--- src/rtl/inst_fetch_pkg.sv ---
// Shared constants and helpers for the fetch front end.
package inst_fetch_pkg;

  localparam int unsigned InstAddrWidth  = 32;
  localparam int unsigned InstWidth      = 32;
  localparam int unsigned MaxOutstanding = 2;
  localparam int unsigned IqCntWidth     = 5;

  localparam logic [InstAddrWidth-1:0] ResetPc = '0;
  localparam logic [InstAddrWidth-1:0] PcIncr  = 32'd4;

  // Bits needed to hold the values 0..max_val (at least 1).
  function automatic int unsigned cnt_width(int unsigned max_val);
    return (max_val < 2) ? 1 : $clog2(max_val + 1);
  endfunction

endpackage

--- src/rtl/fetch_pc_fifo.sv ---
// Small synchronous FIFO holding the PCs of requests still in flight at the cache.
module fetch_pc_fifo
  import inst_fetch_pkg::*;
#(
  parameter int unsigned Depth = 2,
  parameter int unsigned Width = 32
) (
  input  logic             clk_i,
  input  logic             rst_ni,
  input  logic             push_i,
  input  logic [Width-1:0] wdata_i,
  input  logic             pop_i,
  output logic [Width-1:0] rdata_o,
  output logic             empty_o,
  output logic             full_o
);

  localparam int unsigned PtrW = (Depth > 1) ? $clog2(Depth) : 1;
  localparam int unsigned CntW = cnt_width(Depth);

  logic [Width-1:0] mem_q [Depth];
  logic [PtrW-1:0]  wr_ptr_q, wr_ptr_d;
  logic [PtrW-1:0]  rd_ptr_q, rd_ptr_d;
  logic [CntW-1:0]  cnt_q, cnt_d;
  logic             do_push, do_pop;

  // Explicit wrap so a non-power-of-two depth (or depth 1) still works.
  function automatic logic [PtrW-1:0] ptr_inc(logic [PtrW-1:0] p);
    return (p == PtrW'(Depth - 1)) ? '0 : p + PtrW'(1);
  endfunction

  assign empty_o = (cnt_q == '0);
  assign full_o  = (cnt_q == CntW'(Depth));
  assign rdata_o = mem_q[rd_ptr_q];

  // Push while full is only allowed when a pop frees the slot in the same cycle.
  always_comb begin
    do_push  = push_i && (!full_o || pop_i);
    do_pop   = pop_i && !empty_o;
    wr_ptr_d = do_push ? ptr_inc(wr_ptr_q) : wr_ptr_q;
    rd_ptr_d = do_pop ? ptr_inc(rd_ptr_q) : rd_ptr_q;
    cnt_d    = cnt_q + CntW'(do_push) - CntW'(do_pop);
  end

  // Pointer and occupancy state.
  always_ff @(posedge clk_i or negedge rst_ni) begin
    if (!rst_ni) begin
      wr_ptr_q <= '0;
      rd_ptr_q <= '0;
      cnt_q    <= '0;
    end else begin
      wr_ptr_q <= wr_ptr_d;
      rd_ptr_q <= rd_ptr_d;
      cnt_q    <= cnt_d;
    end
  end

  // Storage; contents are don't-care until written, so no reset.
  always_ff @(posedge clk_i) begin
    if (do_push) begin
      mem_q[wr_ptr_q] <= wdata_i;
    end
  end

endmodule

--- src/rtl/inst_fetch.sv ---
// Fetch stage: owns the fetch PC, issues in-order cache requests, pairs responses
// with their PCs and writes them to the instruction queue, dropping stale responses
// after a redirect.
module inst_fetch
  import inst_fetch_pkg::*;
#(
  parameter int unsigned      ADDR_W   = InstAddrWidth,
  parameter int unsigned      INST_W   = InstWidth,
  parameter int unsigned      MAX_OUT  = MaxOutstanding,
  parameter int unsigned      CNT_W    = IqCntWidth,
  parameter logic [ADDR_W-1:0] RESET_PC = ResetPc
) (
  input  logic              clk_i,
  input  logic              rst_ni,
  input  logic              redirect_valid_i,
  input  logic [ADDR_W-1:0] redirect_pc_i,
  output logic              icache_req_valid_o,
  output logic [ADDR_W-1:0] icache_req_addr_o,
  input  logic              icache_req_ready_i,
  input  logic              icache_resp_valid_i,
  input  logic [INST_W-1:0] icache_resp_inst_i,
  input  logic [CNT_W-1:0]  iq_free_i,
  output logic              iq_write_o,
  output logic [INST_W-1:0] iq_inst_o,
  output logic [ADDR_W-1:0] iq_pc_o
);

  localparam int unsigned OutW  = cnt_width(MAX_OUT);
  localparam int unsigned GateW = CNT_W + 1;

  logic [ADDR_W-1:0] pc_q, pc_d;
  logic [OutW-1:0]   out_q, out_d;
  logic [OutW-1:0]   discard_q, discard_d;
  logic              iq_write_q, iq_write_d;
  logic [INST_W-1:0] iq_inst_q, iq_inst_d;
  logic [ADDR_W-1:0] iq_pc_q, iq_pc_d;

  logic              fire;
  logic              resp_ok;
  logic [ADDR_W-1:0] fifo_pc;
  logic              fifo_empty, fifo_full;

  // FIFO occupancy tracks out_q exactly; its empty flag screens out responses
  // that arrive with nothing outstanding.
  fetch_pc_fifo #(
    .Depth (MAX_OUT),
    .Width (ADDR_W)
  ) u_pc_fifo (
    .clk_i   (clk_i),
    .rst_ni  (rst_ni),
    .push_i  (fire),
    .wdata_i (pc_q),
    .pop_i   (resp_ok),
    .rdata_o (fifo_pc),
    .empty_o (fifo_empty),
    .full_o  (fifo_full)
  );

  // Issue gate: the in-flight writes plus outstanding requests must fit in the
  // queue's free space so the queue can never overflow.
  always_comb begin
    icache_req_valid_o = rst_ni && !redirect_valid_i && !fifo_full &&
                         (out_q < OutW'(MAX_OUT)) &&
                         ((GateW'(out_q) + GateW'(iq_write_q)) < GateW'(iq_free_i));
    fire    = icache_req_valid_o && icache_req_ready_i;
    resp_ok = icache_resp_valid_i && !fifo_empty;
  end

  // Next-state for PC, counters and the queue write port.
  always_comb begin
    pc_d       = pc_q;
    out_d      = out_q + OutW'(fire) - OutW'(resp_ok);
    discard_d  = discard_q;
    iq_write_d = 1'b0;
    iq_inst_d  = iq_inst_q;
    iq_pc_d    = iq_pc_q;

    if (redirect_valid_i) begin
      // Everything still in flight after this cycle is stale.
      pc_d      = redirect_pc_i;
      discard_d = out_d;
    end else begin
      if (fire) begin
        pc_d = pc_q + ADDR_W'(PcIncr);
      end
      if (resp_ok) begin
        if (discard_q != '0) begin
          discard_d = discard_q - OutW'(1);
        end else begin
          iq_write_d = 1'b1;
          iq_inst_d  = icache_resp_inst_i;
          iq_pc_d    = fifo_pc;
        end
      end
    end
  end

  // Architectural state.
  always_ff @(posedge clk_i or negedge rst_ni) begin
    if (!rst_ni) begin
      pc_q       <= RESET_PC;
      out_q      <= '0;
      discard_q  <= '0;
      iq_write_q <= 1'b0;
      iq_inst_q  <= '0;
      iq_pc_q    <= '0;
    end else begin
      pc_q       <= pc_d;
      out_q      <= out_d;
      discard_q  <= discard_d;
      iq_write_q <= iq_write_d;
      iq_inst_q  <= iq_inst_d;
      iq_pc_q    <= iq_pc_d;
    end
  end

  assign icache_req_addr_o = pc_q;
  assign iq_write_o        = iq_write_q;
  assign iq_inst_o         = iq_inst_q;
  assign iq_pc_o           = iq_pc_q;

endmodule

--- config.mk ---
export PLATFORM = sky130hd
export DESIGN_NAME = inst_fetch
export DESIGN_NICKNAME = d
export VERILOG_FILES = /design/src/rtl/inst_fetch_pkg.sv /design/src/rtl/fetch_pc_fifo.sv /design/src/rtl/inst_fetch.sv
export SDC_FILE = /design/constraint.sdc
export NUM_CORES = 1
export LEC_CHECK = 0
export CAP_MARGIN = 20
export CORE_MARGIN = 1.5
export CORE_UTILIZATION = 50
export CTS_CLUSTER_DIAMETER = 60
export DETAILED_ROUTE_END_ITERATION = 8
export PLACE_DENSITY = 0.78
export SLEW_MARGIN = 20
export SYNTH_ARGS = -nofsm -noshare
export SYNTH_HDL_FRONTEND = slang
export SYNTH_SLANG_ARGS = --single-unit
--- constraint.sdc ---
create_clock -name clk_i -period 4.1 [get_ports clk_i]
set_input_delay 0.41 -clock clk_i [delete_from_list [all_inputs] [get_ports clk_i]]
set_output_delay 0.41 -clock clk_i [all_outputs]
set_load 0.01 [all_outputs]
==> results of run 1 <==
==> cell usage in the layout (no fill, tap or decap), drive strengths merged, types with 4 or more instances in the layout <==
| cell type | instances |
|---|---|
| or4 | 8 |
| a31oi | 11 |
| o31ai | 6 |
| clkbuf | 21 |
| and2 | 5 |
| nor2 | 48 |
| inv | 16 |
| mux2 | 38 |
| a21oi | 36 |
| mux2i | 32 |
| buf | 10 |
| nand2 | 30 |
| or3 | 4 |
| nand3 | 14 |
| edfxtp | 64 |
| and4 | 6 |
| xnor2 | 17 |
| dfrtp | 105 |
| and3 | 4 |
| ha | 10 |
| clkinvlp | 4 |
| a2111oi | 12 |
| clkdlybuf4s50 | 170 |
| nand4 | 10 |
| o21ai | 17 |
==> metal layers <==
layer	share of wire (%)	track usage [%]	wire, um	vias to the layer above
met2	47	36.4	7520	268
met3	9.1	5.01	1440	38
met4	2.3	9.23	366	0
met1	41	28.4	6530	2378
li1	-	-	-	2346
met5	0	0	0	-
==> worst paths after layout <==
path / end / slack (ns) / cells past startpoint
max in group asynchronous: u_pc_fifo.rd_ptr_q / 2.76 / 3
hold reg to reg: iq_inst_o[14] / 0.50 / 1
setup reg to reg: u_pc_fifo.mem_q[1][26] / 0.84 / 9
setup / recovery: icache_req_valid_o / 0.56 / 8
hold / removal: iq_inst_o[14] / 0.21 / 2
min in group clk_i: iq_inst_o[14] / 0.50 / 1
==> cells by family (layout without fill, tap and decap cells) <==
| group | count (synthesis) | count (layout) | share of synthesized area (%) |
|---|---|---|---|
| AOI/OAI and AO/OA | 93 | 93 | 8.18 |
| buffers and inverters | 47 | 227 | 2.82 |
| muxes | 70 | 70 | 10.5 |
| xor gates and xnor gates | 20 | 20 | 2.47 |
| DFF | 169 | 169 | 64.1 |
| and+or+nand+nor | 138 | 138 | 10.1 |
| adders and majority gates | 10 | 10 | 1.76 |
==> final cells by class <==
| class | instances | area (um^2) |
|---|---|---|
| multi-input cells | 331 | 2360 |
| fillers | 959 | 4310 |
| repair buffers | 180 | 1780 |
| inverters | 15 | 56.3 |
| flip-flops and latches | 169 | 4550 |
| well taps | 180 | 225 |
| clock inverters | 11 | 146 |
| clock buffers | 21 | 450 |
==> sequential cells by signal, summed over array words and instances, names as in the netlist <==
name and count:
u_pc_fifo.rd_ptr_q 1, iq_write_o 1, out_q 2, iq_pc_o 32, iq_inst_o 32, icache_req_addr_o 32
u_pc_fifo.mem_q 64, u_pc_fifo.wr_ptr_q 1, discard_q 2, u_pc_fifo.cnt_q 2
==> metrics by stage <==
stage          power, uW  hold slack (ns)  std cells  util (%)
3_3_place_gp        4360            0.481        875      64.6
4_1_cts             6040            0.221        907      68.9
3_5_place_dp        4430            0.492        875      64.6
2_1_floorplan       3420            0.114        547         -
6_report            5990            0.215        907      68.9
5_1_grt             6340            0.271        907      68.9
==> power groups by stage <==
stage	clock, uW	sequential (uW)	combinational (uW)
2_1_floorplan	0	2620	797
3_3_place_gp	0	2540	1820
3_5_place_dp	0	2570	1860
4_1_cts	1630	2540	1870
5_1_grt	1710	2600	2030
6_report	1600	2530	1850
==> worst reg2reg max path, stage by stage (launching register included) <==
cell and delay (ns):
dfrtp_1 0.39, ha_1 0.20, ha_1 0.18, ha_1 0.29, a21oi_1 0.13, o21ai_1 0.25
a21o_1 0.26, inv_1 0.18, and2_1 0.60, buf_4 0.43
==> synth_stat cells, types with 3 or more instances <==
master / n
a21oi_1: 36
a31oi_1: 11
nand2_1: 30
clkbuf_1: 23
edfxtp_1: 64
nand3_1: 13
or3_1: 4
nand4_1: 9
and3_1: 4
inv_1: 14
buf_2: 4
or4_1: 7
dfrtp_1: 105
o31ai_1: 6
o21ai_0: 16
xnor2_1: 17
ha_1: 10
xor2_1: 3
mux2i_1: 32
nor2_1: 48
a2111oi_0: 12
and4_1: 6
mux2_2: 38
and2_1: 3
==> metrics.md, run 1 <==
| Metric | Value |
|---|---|
| Post-DP HPWL | `10.9 mm` |
| Critical Path AT | `3.13 ns` |
| Critical-path maximum fanout | `8` |
| Tightest Hold Check Type | `input port to asynchronous set/reset pin` |
| Post-synth EDFFs | `64` |
| Largest net degree at the start of global routing | `71` |
| Power Dens Cells | `626 nW/um^2` |
| LEAKAGE | `0.00371 uW` |
| Yosys reg bits | `169` |
| Routability cong. | `0.862` |
| Mean cell area of the mapped netlist | `13.0 um^2` |
| Post-synth top area share | `37.0%` |
| Clk_lat worst skew | `0.42 ns` |
| Fin. Hold Viols | `0` |
| Antenna violations before repair | `0` |
| Clk root buf | `clkbuf_16` |
| Sequence of cells on the critical path | `ha_1, ha_1, ha_1, nand2_1, o21ai_1, and2_0, nor2_1, clkdlybuf4s50_1` |
| Bufs and invs on worst path | `1` |
| H-tree levels | `4` |
| Cells after Synth | `547` |
| CP endpoint kind | `output port` |
| Vias per cell | `5.55` |
| Clock sinks | `169` |
| Post-synthesis cell type count | `47` |
| N_diodes | `0` |
| Cell-internal power | `4270 uW` |
| Syn Std Cell Area | `7100 um^2` |
| First-pass GRT wire length | `25.0 mm` |
| Final nets | `798` |
| Tmin final | `3.54 ns` |
| Vias | `5030` |
| Clock Power Share | `26.7%` |
| Psw | `1720 uW` |
| Place WS | `0.779 ns` |
| Slowest cell on the critical path | `clkdlybuf4s50_1` |
| Antenna-violating nets left | `0` |
| Worst Setup SP | `iq_write_o` |
| Most used DFF post-synth | `dfrtp_1` |
| Part of the power in registers | `42.3%` |
| CTS buffer count | `17` |
| CTS tree | `built` |
| Slew @ Worst Pin | `1.01 ns` |
| Cell taking the most area after synthesis | `dfrtp_1` |
| DR WL/cell | `17.5 um` |
| Setup Viol. Count Final | `0` |
| Post-synth ARST share | `62.1%` |
| Die Y | `122 um` |
| Vias in the first global route | `5004` |
| CP max stage delay | `0.53 ns` |
| Sequential share of the synthesized area | `64.1%` |
| Period utilisation layout | `86.4%` |
| Die ar. | `14900 um^2` |
| CP top delay family | `adder cells` |
| Switching Share | `28.7%` |
| I/O Buffers | `171` |
| Drt drc | `0` |
| Total core area | `13900 um^2` |
| Area contributors post-synth | `dfrtp_1, edfxtp_1, mux2_2` |
| CTS Buffer Depth | `2` |
| Sum of negative setup slack | `0 ns` |
| Worst r2r src | `iq_write_o` |
| Synth Warn # | `0` |
| Most used cell along the critical path | `ha_1` |
| Ports | `172` |
| WL final | `15.9 mm` |
| Drt pass-1 iters | `5` |
| Startpoint types | `flop` |
| Combinational group share of total power | `30.9%` |
| Clk_skew | `0.0151 ns` |
| Outcome | `finished, final reports clean` |
| CTS resizes | `0` |
| Post-CTS Setup Repair Bufs | `0` |
| RSZ-0062 raised after global routing | `no` |
| CTS Hold Buffers Added | `0` |
| Achievable frequency | `0.282 GHz` |
| Worst Slack Setup Final | `0.557 ns` |
| Syn nets | `631` |
| Max-slew violations | `0` |
| Initial Util | `51.1%` |
| Crit Path Class | `flop to output port` |
| Maximum capacitance violations | `0` |
| Worst-path clk slew | `0.07 ns` |
| Std-Cell Rows | `43` |
| Share of cells above drive strength 1 | `11.7%` |
| 1st-iter DRT viols | `326` |
| VDD IR max | `0.281 mV` |
| Die W | `122 um` |
| Fin area | `9570 um^2` |
| Area Growth Syn to Fin | `34.8%` |
| All-layer global routing usage | `22.1%` |
| Grt ovf | `0` |
| WP data required | `3.69 ns` |
| Max_slew headroom | `32.6%` |
| Area after DPL | `8970 um^2` |
Note: power is estimated with default switching activity, not from simulation.
==> run 2, diff against run 1 <==
--- a/config.mk
+++ b/config.mk
@@ -7,10 +7,11 @@
 export LEC_CHECK = 0
 export CAP_MARGIN = 20
 export CORE_MARGIN = 1.5
-export CORE_UTILIZATION = 50
+export CORE_UTILIZATION = 51
+export CTS_BUF_LIST = sky130_fd_sc_hd__clkbuf_8
 export CTS_CLUSTER_DIAMETER = 60
 export DETAILED_ROUTE_END_ITERATION = 8
-export PLACE_DENSITY = 0.78
+export PLACE_DENSITY = 0.79
 export SLEW_MARGIN = 20
 export SYNTH_ARGS = -nofsm -noshare
 export SYNTH_HDL_FRONTEND = slang
==> metrics.md, run 2 (synthesized netlist as in run 1, its figures left out) <==
| Metric | Value |
|---|---|
| Final std cells w/o fill | `903` |
| Post-DP HPWL | `11.5 mm` |
| Die Y | `121 um` |
| Max_slew headroom | `33.4%` |
| Final nets | `798` |
| Outcome | `finished, final reports clean` |
| Most frequent cells in the layout | `clkdlybuf4s50_1, dfrtp_1, edfxtp_1, nor2_1, mux2_2` |
| Max-slew violations | `0` |
| Worst-path clk slew | `0.09 ns` |
| Period utilisation layout | `82.3%` |
| Startpoint types | `flop` |
| Antenna violations before repair | `0` |
| I/O Buffers | `171` |
| Vias in the first global route | `5050` |
| Routability cong. | `0.894` |
| Place WS | `0.885 ns` |
| Total core area | `13400 um^2` |
| Tmin final | `3.37 ns` |
| LEAKAGE | `0.00364 uW` |
| Vias | `5090` |
| DR WL/cell | `18.3 um` |
| CTS resizes | `0` |
| Antenna-violating nets left | `0` |
| Largest net degree at the start of global routing | `70` |
| Post-CTS Setup Repair Bufs | `0` |
| Grt ovf | `0` |
| WP data required | `3.69 ns` |
| Share of cells above drive strength 1 | `11.4%` |
| Die W | `121 um` |
| CTS tree | `built` |
| Clk root buf | `clkbuf_8` |
| Placed Cells | `871` |
| Tightest Hold Check Type | `input port to asynchronous set/reset pin` |
| Metal3 WL | `1.43 mm` |
| Biggest register | `u_pc_fifo.mem_q` |
| RSZ-0062 raised after global routing | `no` |
| 1st-iter DRT viols | `392` |
| Tot Pwr | `5580 uW` |
| Worst Slack Setup Final | `0.726 ns` |
| Ports | `172` |
| VDD IR max | `0.355 mV` |
| Area Growth Syn to Fin | `32.1%` |
| Clk_lat worst skew | `0.45 ns` |
| Fin util | `70.0%` |
| Met1 Wirelength | `7.04 mm` |
| Std-Cell Rows | `42` |
| Power Dens Cells | `596 nW/um^2` |
| Worst Setup SP | `iq_write_o` |
| All-layer global routing usage | `23.4%` |
| First-pass GRT wire length | `26.0 mm` |
| CP endpoint kind | `output port` |
| Clock sinks | `169` |
| Drt pass-1 iters | `5` |
| Drt drc | `0` |
| Fill count | `928` |
| Slew @ Worst Pin | `0.999 ns` |
| Critical-path maximum fanout | `7` |
| Crit Path Class | `flop to output port` |
| Die ar. | `14600 um^2` |
| Achievable frequency | `0.296 GHz` |
| Critical Path AT | `2.96 ns` |
| WL final | `16.5 mm` |
| Vias per cell | `5.64` |
| CTS Buffer Depth | `2` |
| CTS Hold Buffers Added | `0` |
| Maximum capacitance violations | `0` |
| H-tree levels | `4` |
| Fin. Hold Viols | `0` |
| N_diodes | `0` |
| Max reg flops | `64` |
| Sum of negative setup slack | `0 ns` |
| Top layer reached by signal wires | `met4` |
| Worst r2r src | `iq_write_o` |
| CTS buffer count | `17` |
| Initial Util | `53.0%` |
| Commonest non-fill, non-tap cell in the layout | `clkdlybuf4s50_1` |
| Clk_skew | `0.0129 ns` |
| Setup Viol. Count Final | `0` |
| Met2 routed WL | `7.83 mm` |
## run 2: cell count changes in the layout (fill, tap and decap cells not counted), moves of 3 or more
cell,change
clkinvlp_4,-3
clkbuf_16,-17
clkbuf_1,-3
inv_1,+3
clkbuf_8,+18
## run 2: per-layer routing
metal | vias to the layer above | GRT usage [%]
met4 | 0 | 6.76
met3 | 24 | 5.92
met5 | - | 0
met1 | 2458 | 30.9
li1 | 2338 | -
met2 | 270 | 38.6
## run 2: final timing paths
check	end	slack (ns)	cells past startpoint
worst min-delay path	iq_pc_o[0]	0.12	2
min in group clk_i	iq_inst_o[30]	0.51	1
max in group asynchronous	iq_pc_o[14]	2.82	3
worst max-delay path	icache_req_valid_o	0.73	8
worst max register to register	u_pc_fifo.mem_q[1][20]	1.03	9
worst min register to register	iq_inst_o[30]	0.51	1
## run 2: power breakdown
group          switching (uW)  internal, uW
clock network             558           618
logic                     762          1100
registers                 351          2190
total                    1670          3910
## run 2: cell type report
| type | count | area [um^2] | share of cell area [%] |
|---|---|---|---|
| sequential | 169 | 4550 | 48.5 |
| multi-input combinational | 331 | 2360 | 25.2 |
| timing repair buffer | 180 | 1790 | 19.1 |
| clock buffer | 19 | 262 | 2.79 |
| tap | 176 | 220 | 2.35 |
| clock inverter | 13 | 135 | 1.44 |
| inverter | 15 | 56.3 | 0.601 |
## run 2: metrics by stage
stage / instance area [um^2] / hold WS, ns
after floorplan: 7100 / 0.114
after global placement: 8980 / 0.487
after detailed placement: 8980 / 0.495
after CTS: 9370 / 0.126
after global routing: 9370 / 0.141
final: 9370 / 0.121
## run 2: worst max-delay path, stage by stage, from the launching register on
cell and delay, ns:
dfrtp_1 0.42, ha_1 0.21, ha_1 0.28, ha_1 0.29, nand2_1 0.05, o21ai_1 0.21, and2_0 0.39, nor2_1 0.14
clkdlybuf4s50_1 0.52
==> run 3, diff against run 2 <==
--- a/config.mk
+++ b/config.mk
@@ -7,11 +7,11 @@
 export LEC_CHECK = 0
 export CAP_MARGIN = 20
 export CORE_MARGIN = 1.5
-export CORE_UTILIZATION = 51
+export CORE_UTILIZATION = 46
 export CTS_BUF_LIST = sky130_fd_sc_hd__clkbuf_8
 export CTS_CLUSTER_DIAMETER = 60
 export DETAILED_ROUTE_END_ITERATION = 8
-export PLACE_DENSITY = 0.79
+export PLACE_DENSITY = 0.75
 export SLEW_MARGIN = 20
 export SYNTH_ARGS = -nofsm -noshare
 export SYNTH_HDL_FRONTEND = slang
==> constraint.sdc (replaced) <==
create_clock -name clk_i -period 3.1 [get_ports clk_i]
set_input_delay 0.31 -clock clk_i [delete_from_list [all_inputs] [get_ports clk_i]]
set_output_delay 0.31 -clock clk_i [all_outputs]
set_load 0.01 [all_outputs]
==> metrics.md, run 3 (synthesized netlist as in run 1, its figures left out) <==
| Metric | Value |
|---|---|
| H-tree levels | `4` |
| Vias | `4986` |
| N_diodes | `0` |
| Worst r2r path cells | `12` |
| Die Y | `127 um` |
| Die W | `127 um` |
| Max_slew headroom | `32.6%` |
| CTS tree | `built` |
| I/O Buffers | `171` |
| CTS Buffer Depth | `2` |
| CP endpoint kind | `flop` |
| Startpoint types | `flop` |
| Tot Pwr | `7680 uW` |
| Total core area | `15100 um^2` |
| Max reg flops | `64` |
| LEAKAGE | `0.00373 uW` |
| Vias per cell | `5.40` |
| Period utilisation layout | `90.4%` |
| Crit Path Class | `flop to flop` |
| Vias in the first global route | `5086` |
| Ports | `172` |
| All-layer global routing usage | `21.2%` |
| Antenna-violating nets left | `0` |
| Achievable frequency | `0.357 GHz` |
| WL final | `16.6 mm` |
| Critical-path maximum fanout | `12` |
| Fill count | `1172` |
| Final std cells w/o fill | `923` |
| Drt pass-1 iters | `5` |
| Worst-path clk slew | `0.09 ns` |
| Grt ovf | `0` |
| Std-Cell Rows | `45` |
| Fin util | `62.9%` |
| Sum of negative setup slack | `0 ns` |
| RSZ-0062 raised after global routing | `no` |
| WP data required | `3.48 ns` |
| Tmin final | `2.80 ns` |
| Tightest Hold Check Type | `input port to asynchronous set/reset pin` |
| Drt drc | `0` |
| Initial Util | `46.9%` |
| 1st-iter DRT viols | `296` |
| Clk_lat worst skew | `0.45 ns` |
| Share of cells above drive strength 1 | `13.5%` |
| Biggest register | `u_pc_fifo.mem_q` |
| Most frequent cells in the layout | `clkdlybuf4s50_1, dfrtp_1, edfxtp_1, nor2_1, mux2_2` |
| First-pass GRT wire length | `26.3 mm` |
| Slew @ Worst Pin | `1.01 ns` |
| Commonest non-fill, non-tap cell in the layout | `clkdlybuf4s50_1` |
| Critical Path AT | `3.18 ns` |
| Final nets | `806` |
| Area Growth Syn to Fin | `34.2%` |
| Largest net degree at the start of global routing | `62` |
| Power Dens Cells | `806 nW/um^2` |
| Outcome | `finished, final reports clean` |
| Routability cong. | `0.869` |
| VDD IR max | `0.377 mV` |
| Clk root buf | `clkbuf_8` |
| Fin. Hold Viols | `0` |
| Maximum capacitance violations | `0` |
| Max-slew violations | `0` |
| Clock sinks | `169` |
| Die ar. | `16200 um^2` |
| Setup Viol. Count Final | `0` |
| Antenna violations before repair | `0` |
| Placed Cells | `891` |
| Post-DP HPWL | `11.7 mm` |
| DR WL/cell | `17.9 um` |
| CTS buffer count | `17` |
| Clk_skew | `0.0125 ns` |
## run 3: cell type report
type                       count  area (um^2)  area share, %
inverter                      15         56.3          0.591
clock buffer                  19          262           2.74
tap                          188          235           2.47
clock inverter                13          224           2.35
sequential                   169         4550           47.8
timing repair buffer         188         1830           19.3
multi-input combinational    331         2360           24.8
## run 3: what timing repair did
item / 4_1_cts / 5_1_grt
setup endpoints to repair: 1 / 1
setup buffers: 0 / 0
hold buffers: 0 / 0
resized for setup: 1 / 1
pin swaps: 0 / 0
## run 3: critical path, cell delays in order, from the launching register on
cell	delay (ns)
dfrtp_1	0.40
ha_1	0.20
ha_1	0.27
ha_1	0.28
nand2_1	0.05
o21ai_1	0.23
a21o_1	0.30
buf_4	0.25
inv_1	0.08
buf_4	0.16
ha_1	0.20
xnor2_1	0.18
xnor2_1	0.14
## run 3: path summary, 6_finish.rpt
kind / startpoint / to / slack [ns]
min in group clk_i: redirect_pc_i[29] / icache_req_addr_o[29] / 0.42
min: rst_ni / iq_inst_o[23] / 0.009
max reg2reg: iq_write_o / u_pc_fifo.cnt_q[1] / 0.30
min reg2reg: iq_inst_o[29] / iq_inst_o[29] / 0.51
max: iq_write_o / u_pc_fifo.cnt_q[1] / 0.30
max in group asynchronous: rst_ni / u_pc_fifo.rd_ptr_q / 1.86
## run 3: layer usage
metal / wire length [um] / share of wire (%) / vias up / track usage, %
li1: - / - / 2360 / -
met1: 7260 / 44 / 2384 / 26.6
met2: 7780 / 47 / 216 / 34.9
met3: 1220 / 7.3 / 26 / 6.03
met4: 295 / 1.8 / 0 / 8.29
met5: 0 / 0 / - / 0
## run 3: report_power, final
group / switching, uW / internal [uW]
clock: 776 / 1080
combinational: 1000 / 1470
sequential: 459 / 2900
total: 2240 / 5440
## run 3: stage by stage
step	cell area (um^2)	hold WS, ns	setup WS, ns
after floorplan	7110	0.0144	0.0196
after global placement	9040	0.482	0.446
after detailed placement	9040	0.493	0.343
after CTS	9520	0.0103	0.0277
after global routing	9530	0.0451	0.108
final	9530	0.00920	0.298
